[src/rtl/secure_router_pkg.sv]
// ----------------------------------------------------------------------------
// secure_router_pkg
//   Shared definitions for the password-gated router: the FSM state width,
//   the fixed state encodings and a small helper that recognises legal codes.
//   The encodings are fixed because the state register is visible on the
//   router's 'state' output and downstream logic decodes it directly.
// ----------------------------------------------------------------------------
package secure_router_pkg;

    localparam int SR_STATE_W = 3;

    localparam logic [SR_STATE_W-1:0] SR_OFF     = 3'b000;
    localparam logic [SR_STATE_W-1:0] SR_ACTIVE  = 3'b001;
    localparam logic [SR_STATE_W-1:0] SR_GRANT   = 3'b101;
    localparam logic [SR_STATE_W-1:0] SR_DENY    = 3'b111;
    localparam logic [SR_STATE_W-1:0] SR_SAVE    = 3'b110;
    localparam logic [SR_STATE_W-1:0] SR_LOCKOUT = 3'b010;

    // True for the six codes the FSM may legally hold; everything else is
    // treated as corruption and sent back to OFF.
    function automatic logic sr_state_legal(input logic [SR_STATE_W-1:0] s);
        return (s == SR_OFF)   || (s == SR_ACTIVE) || (s == SR_GRANT) ||
               (s == SR_DENY)  || (s == SR_SAVE)   || (s == SR_LOCKOUT);
    endfunction

endpackage

[src/rtl/secure_router_chan_reg.sv]
// ----------------------------------------------------------------------------
// chan_reg
//   One output channel of the router: a DW-bit data register loaded on 'we'
//   plus a sticky valid flag that is set by a write and cleared by 'rd'.
//   Ports:
//     clk   in   rising-edge clock
//     rst   in   asynchronous active-high reset (clears data and valid)
//     we    in   write enable, loads din and sets valid
//     din   in   DW-bit data to store
//     rd    in   read strobe, clears valid (data is kept)
//     q     out  stored data word
//     vld   out  data-present flag
// ----------------------------------------------------------------------------
module chan_reg #(
    parameter int DW = 4
) (
    input  logic          clk,
    input  logic          rst,
    input  logic          we,
    input  logic [DW-1:0] din,
    input  logic          rd,
    output logic [DW-1:0] q,
    output logic          vld
);

    // Data register: only a write changes it, so a read leaves the last
    // word visible to the display side.
    always_ff @(posedge clk or posedge rst) begin
        if (rst) begin
            q <= '0;
        end else if (we) begin
            q <= din;
        end
    end

    // Valid flag: a write on the same edge as a read wins, so a word that
    // arrives while the consumer is draining the old one is never lost.
    always_ff @(posedge clk or posedge rst) begin
        if (rst) begin
            vld <= 1'b0;
        end else if (we) begin
            vld <= 1'b1;
        end else if (rd) begin
            vld <= 1'b0;
        end
    end

endmodule

[src/rtl/secure_router.sv]
// ----------------------------------------------------------------------------
// secure_router
//   Password-gated data router. A session opens while 'rq' is high; the
//   correct password confirmed with 'cf' grants write access, after which
//   each confirmed word is steered into one of NCH channel registers chosen
//   by the word's low bits. Consecutive wrong passwords are counted and
//   MAX_TRIES of them lock the router out for LOCK_CYCLES clock cycles.
//   Ports:
//     clk       in   rising-edge clock
//     rst       in   asynchronous active-high reset
//     rq        in   request level, low aborts the session (except LOCKOUT)
//     cf        in   confirm strobe, one action per high cycle
//     pd        in   password / data word (DW bits)
//     rd        in   per-channel read strobe, clears that channel's valid
//     dout      out  channel registers, channel i at [i*DW +: DW]
//     valid     out  per-channel sticky data-present flags
//     state     out  current FSM state code
//     fail_cnt  out  consecutive failed password attempts
//     locked    out  high while in LOCKOUT
// ----------------------------------------------------------------------------
module secure_router
    import secure_router_pkg::*;
#(
    parameter int          DW          = 4,
    parameter logic [DW-1:0] PASSWORD  = 4'b1101,
    parameter int          NCH         = 2,
    parameter int          MAX_TRIES   = 3,
    parameter int          LOCK_CYCLES = 16,
    localparam int         CW          = $clog2(NCH),
    localparam int         FW          = $clog2(MAX_TRIES + 1),
    localparam int         TW          = $clog2(LOCK_CYCLES + 1)
) (
    input  logic                  clk,
    input  logic                  rst,
    input  logic                  rq,
    input  logic                  cf,
    input  logic [DW-1:0]         pd,
    input  logic [NCH-1:0]        rd,
    output logic [NCH*DW-1:0]     dout,
    output logic [NCH-1:0]        valid,
    output logic [SR_STATE_W-1:0] state,
    output logic [FW-1:0]         fail_cnt,
    output logic                  locked
);

    logic [SR_STATE_W-1:0] state_nx;
    logic [FW-1:0]         fail_nx;
    logic [FW-1:0]         fail_inc;
    logic [TW-1:0]         lock_tmr;
    logic [TW-1:0]         tmr_nx;
    logic                  wr_en;
    logic [CW-1:0]         wr_ch;
    logic [NCH-1:0]        ch_we;

    // In ACTIVE the counter is always below MAX_TRIES (reaching it leaves
    // for LOCKOUT), so the increment cannot overflow FW bits.
    assign fail_inc = fail_cnt + FW'(1);
    assign wr_ch    = pd[CW-1:0];

    // Next-state logic. Dropping rq returns to OFF from any state except
    // LOCKOUT, which ignores the front end entirely until its timer runs out.
    // Illegal codes fall through to OFF.
    always_comb begin
        state_nx = state;
        fail_nx  = fail_cnt;
        tmr_nx   = lock_tmr;
        wr_en    = 1'b0;

        if (!sr_state_legal(state)) begin
            state_nx = SR_OFF;
        end else if (state == SR_LOCKOUT) begin
            if (lock_tmr == TW'(LOCK_CYCLES - 1)) begin
                state_nx = SR_OFF;
                fail_nx  = '0;
                tmr_nx   = '0;
            end else begin
                tmr_nx = lock_tmr + TW'(1);
            end
        end else if (!rq) begin
            state_nx = SR_OFF;
        end else begin
            case (state)
                SR_OFF: begin
                    state_nx = SR_ACTIVE;
                end
                SR_ACTIVE: begin
                    if (cf) begin
                        if (pd == PASSWORD) begin
                            state_nx = SR_GRANT;
                            fail_nx  = '0;
                        end else begin
                            fail_nx = fail_inc;
                            if (fail_inc >= FW'(MAX_TRIES)) begin
                                state_nx = SR_LOCKOUT;
                                tmr_nx   = '0;
                            end else begin
                                state_nx = SR_DENY;
                            end
                        end
                    end
                end
                SR_DENY: begin
                    if (cf) begin
                        state_nx = SR_ACTIVE;
                    end
                end
                SR_GRANT: begin
                    if (cf) begin
                        wr_en    = 1'b1;
                        state_nx = SR_SAVE;
                    end
                end
                SR_SAVE: begin
                    if (cf) begin
                        state_nx = SR_GRANT;
                    end
                end
                default: begin
                    state_nx = SR_OFF;
                end
            endcase
        end
    end

    // Control registers. 'locked' is registered from the next state so it
    // rises and falls on exactly the same edges as the LOCKOUT state code.
    always_ff @(posedge clk or posedge rst) begin
        if (rst) begin
            state    <= SR_OFF;
            fail_cnt <= '0;
            lock_tmr <= '0;
            locked   <= 1'b0;
        end else begin
            state    <= state_nx;
            fail_cnt <= fail_nx;
            lock_tmr <= tmr_nx;
            locked   <= (state_nx == SR_LOCKOUT);
        end
    end

    // Channel decoder and per-channel storage.
    for (genvar i = 0; i < NCH; i++) begin : g_chan
        assign ch_we[i] = wr_en && (wr_ch == CW'(i));

        chan_reg #(
            .DW (DW)
        ) u_chan (
            .clk (clk),
            .rst (rst),
            .we  (ch_we[i]),
            .din (pd),
            .rd  (rd[i]),
            .q   (dout[i*DW +: DW]),
            .vld (valid[i])
        );
    end

endmodule
[config.mk]
export PLATFORM = sky130hd
export DESIGN_NAME = secure_router
export DESIGN_NICKNAME = d
export VERILOG_FILES = /design/src/rtl/secure_router_pkg.sv /design/src/rtl/secure_router_chan_reg.sv /design/src/rtl/secure_router.sv
export SDC_FILE = /design/constraint.sdc
export NUM_CORES = 1
export LEC_CHECK = 0
export ABC_AREA = 1
export ABC_CLOCK_PERIOD_IN_PS = 1900
export BUFFER_PORTS_ARGS = -buffer_cell sky130_fd_sc_hd__buf_2
export CORE_AREA = 2 2 52 74
export CTS_BUF_LIST = sky130_fd_sc_hd__clkbuf_4
export DETAILED_ROUTE_END_ITERATION = 8
export DIE_AREA = 0 0 54 76
export PLACE_DENSITY_LB_ADDON = 0.15
export SYNTH_ARGS = -nofsm -noshare
export SYNTH_HDL_FRONTEND = slang
export SYNTH_HIERARCHICAL = 1
export SYNTH_SLANG_ARGS = --single-unit
[constraint.sdc]
create_clock -name clk -period 1.9 [get_ports clk]
set_input_delay 0.285 -clock clk [delete_from_list [all_inputs] [get_ports clk]]
set_output_delay 0.285 -clock clk [all_outputs]
set_load 0.03 [all_outputs]
==> metrics <==
status completed; R2R depth 8; Max Used Layer met4; Total GRT Usage between 10 and 15%; P_leak between 0.8 and 0.9 nW; Least-Margin Pin Slew about 460 ps; final worst-path cycle share between 70% and 80%; M1 WL ~960 µm; routed length on met2 1190 µm; Final Hold Fails 0; clk root buf clkbuf_4; Post-synth EDFFs 0; core area about 3500 µm²; vias in the first global route a little over 900; TritonCTS clock tree built; I/O Pins 26; via/cell ratio about 4.5; Worst R2R End g_chan[1].u_chan/q[3]; pre-CTS setup slack around 450 ps; Arr. time, crit path ~1700 ps; CP required roughly 2100 ps; synth unique cells 22; Slew Viols, Final 0; cts bufs inserted 3; Starting DRT DRC Count 7; asr flop ratio synth 100.0%; Routed Antenna Nets 0; number of synthesis warnings 6; Top Family by Delay on Critical Path flip-flops; VDD IR max between 0.5 and 0.6 mV; clk_skew roughly 2.8 ps; worst skew pair latency about 300 ps; die footprint between 4000 and 5000 µm²; Peak Freq between 0.6 and 0.7 GHz; Final Cell Area between 1000 and 1500 µm²; Die Ht around 76 µm; Area Overhead vs Synth 19.44%; min cycle time layout between 1000 and 1500 ps; Post-Route WL around 2300 µm; Syn Nets about 160; Setup-failing EPs final 0; WP buf/inv 3; Setup crit start state[0]; initial core utilization 32.05%; Nets around 190; placed cell area roughly 1300 µm²; routed length per instance around 11 µm; CP max FO 9; TritonRoute pass-1 iters 4; Site Rows 26; aggregate negative setup slack 0 ps; Max stage delay on crit path between 500 and 600 ps; Slew HR between 60% and 70%; gpl congestion ~0.73; PwrDens ~1300 nW/µm²; initial antenna violation count 0; GRT overflow 0; #FFs+latches synth 21; crit path max-delay cell type dfrtp_1; Critical Path, Cell by Cell nand2_1, nor2_1, inv_1, nor3_1, buf_4, inv_2, nand2_1, nand2_1; Syn Std Cell Area ~1100 µm²; RSZ-0062 raised after global routing no; CP Capture Point g_chan[1].u_chan/q[3]; vias after detailed routing 981; clk slew on worst S/H paths 120 ps; sequential share of the synthesized area a little under half; PnR worst setup slack 444.4 ps; DR WL met3 143 µm; pin count of the biggest net entering global routing 13; htree depth 1; Most common cell on crit path nand2_1; Cells after Synth about 150; Startpoint Class register; DRC violation count after routing 0; Mapped Avg Cell Area around 7.7 µm²; CTS sink count 21; number of inserted diodes 0; die width approximately 54 µm; ratio of cells with drive above 1 in the final layout 26.97%; CP Depth 8; I/O Buffers 25; worst r2r src state[0]; worst reg2reg setup slack roughly 440 ps; Worst setup EP type register; CTS max path bufs 2; global-route wire length before repair between 3000 and 4000 µm; Max-Cap Viols 0; Main synth FF type dfrtp_1; Min-Delay Path Class primary input to register; placed wire-length estimate 1899 µm; crit path kind register to register
sequential cells by signal, summed over array words and instances, names as in the netlist:
register and cells:
state 3, fail_cnt 2, lock_tmr 5, locked 1, g_chan.u_chan/q 8, g_chan.u_chan/vld 2
synth_stat cells (2+ instances only):
cell type | instances | share of area (%)
nor2_4 | 2 | 2.0
ha_1 | 2 | 2.2
inv_1 | 15 | 5.0
inv_2 | 7 | 2.3
o21ai_1 | 5 | 2.2
nand3_1 | 7 | 3.1
nand2_4 | 3 | 3.0
nor2_1 | 6 | 2.0
nor3_1 | 2 | 0.89
nand2_1 | 62 | 21
dfrtp_1 | 21 | 47
a21oi_1 | 5 | 2.2
through the flow:
stage                     util, %  instances  hold WS, ps  total power [mW]
final                       38.28        220        191.0             1.707
after global routing        38.28        220        177.9             1.876
after CTS                   38.28        220        175.8             1.738
after detailed placement    37.22        215        214.9             1.510
after global placement      37.22        215        212.1             1.488
after floorplan                 -        147        63.52             1.324
power by group:
| part | internal (mW) | leakage (nW) | switching, mW |
|---|---|---|---|
| combinational | 0.268 | 0.519 | 0.505 |
| sequential | 0.583 | 0.274 | 0.135 |
| clock | 0.0785 | 0.0177 | 0.138 |
kinds of logic (layout without fill, tap and decap cells):
family,after synthesis,count (layout),synth area share [%]
flip-flops,21,21,46.67
buffers and inverters,23,54,8.333
XOR/XNOR,1,1,0.7779
AND/OR/NAND/NOR,88,88,36.33
AO/OA/AOI/OAI,12,12,5.666
adder cells (fa/ha/maj),2,2,2.222
how the worst min path moves through the flow:
stage                     depth (start not counted)  startpoint               endpoint
after CTS                                         4       rd[1]   g_chan[1].u_chan/vld
after floorplan                                   1         rst  g_chan[0].u_chan/q[0]
after global placement                            2         rst  g_chan[1].u_chan/q[3]
after global routing                              4       rd[1]   g_chan[1].u_chan/vld
after detailed placement                          2         rst  g_chan[1].u_chan/q[3]
final                                             4       rd[1]   g_chan[1].u_chan/vld
tightest hold or removal path, stage by stage:
cell and delay, ps:
buf_2 80, inv_1 30, nand2_1 40, nand2_1 40
layer usage:
| metal | track usage, % | vias to the layer above |
|---|---|---|
| li1 | - | 509 |
| met1 | 14.32 | 439 |
| met2 | 22.32 | 29 |
| met3 | 1.961 | 4 |
| met4 | 5.250 | 0 |
| met5 | 0 | - |
final cells by class:
| cell class | count | area, µm² |
|---|---|---|
| sequential | 21 | 525.5 |
| timing repair buffer | 28 | 150.1 |
| clock inverter | 1 | 5.005 |
| inverter | 22 | 82.58 |
| multi-input combinational | 103 | 506.7 |
| fill | 382 | 2168 |
| tap | 42 | 52.55 |
| clock buffer | 3 | 22.52 |
cells in the final DEF (no fill, tap or decap):
master / n
a21oi_1: 5
buf_2: 25
buf_4: 2
clkbuf_4: 3
clkinv_2: 1
dfrtp_1: 21
dlygate4sd3_1: 1
ha_1: 2
inv_1: 15
inv_2: 7
nand2_1: 62
nand2_4: 3
nand3_1: 7
nand3_2: 1
nand3b_1: 1
nor2_1: 6
nor2_2: 1
nor2_4: 2
nor3_1: 2
nor3_4: 1
o21ai_0: 1
o21ai_1: 5
o21ai_2: 1
or2_0: 1
or2_2: 1
xnor2_1: 1
timing repair:
| action | CTS | global route |
|---|---|---|
| endpoints found under the hold margin | 21 | 0 |
| gates resized for setup | 0 | 0 |
| buffers inserted | 0 | 0 |
| hold buffers | 1 | 0 |
Note: power is estimated with default switching activity, not from simulation.
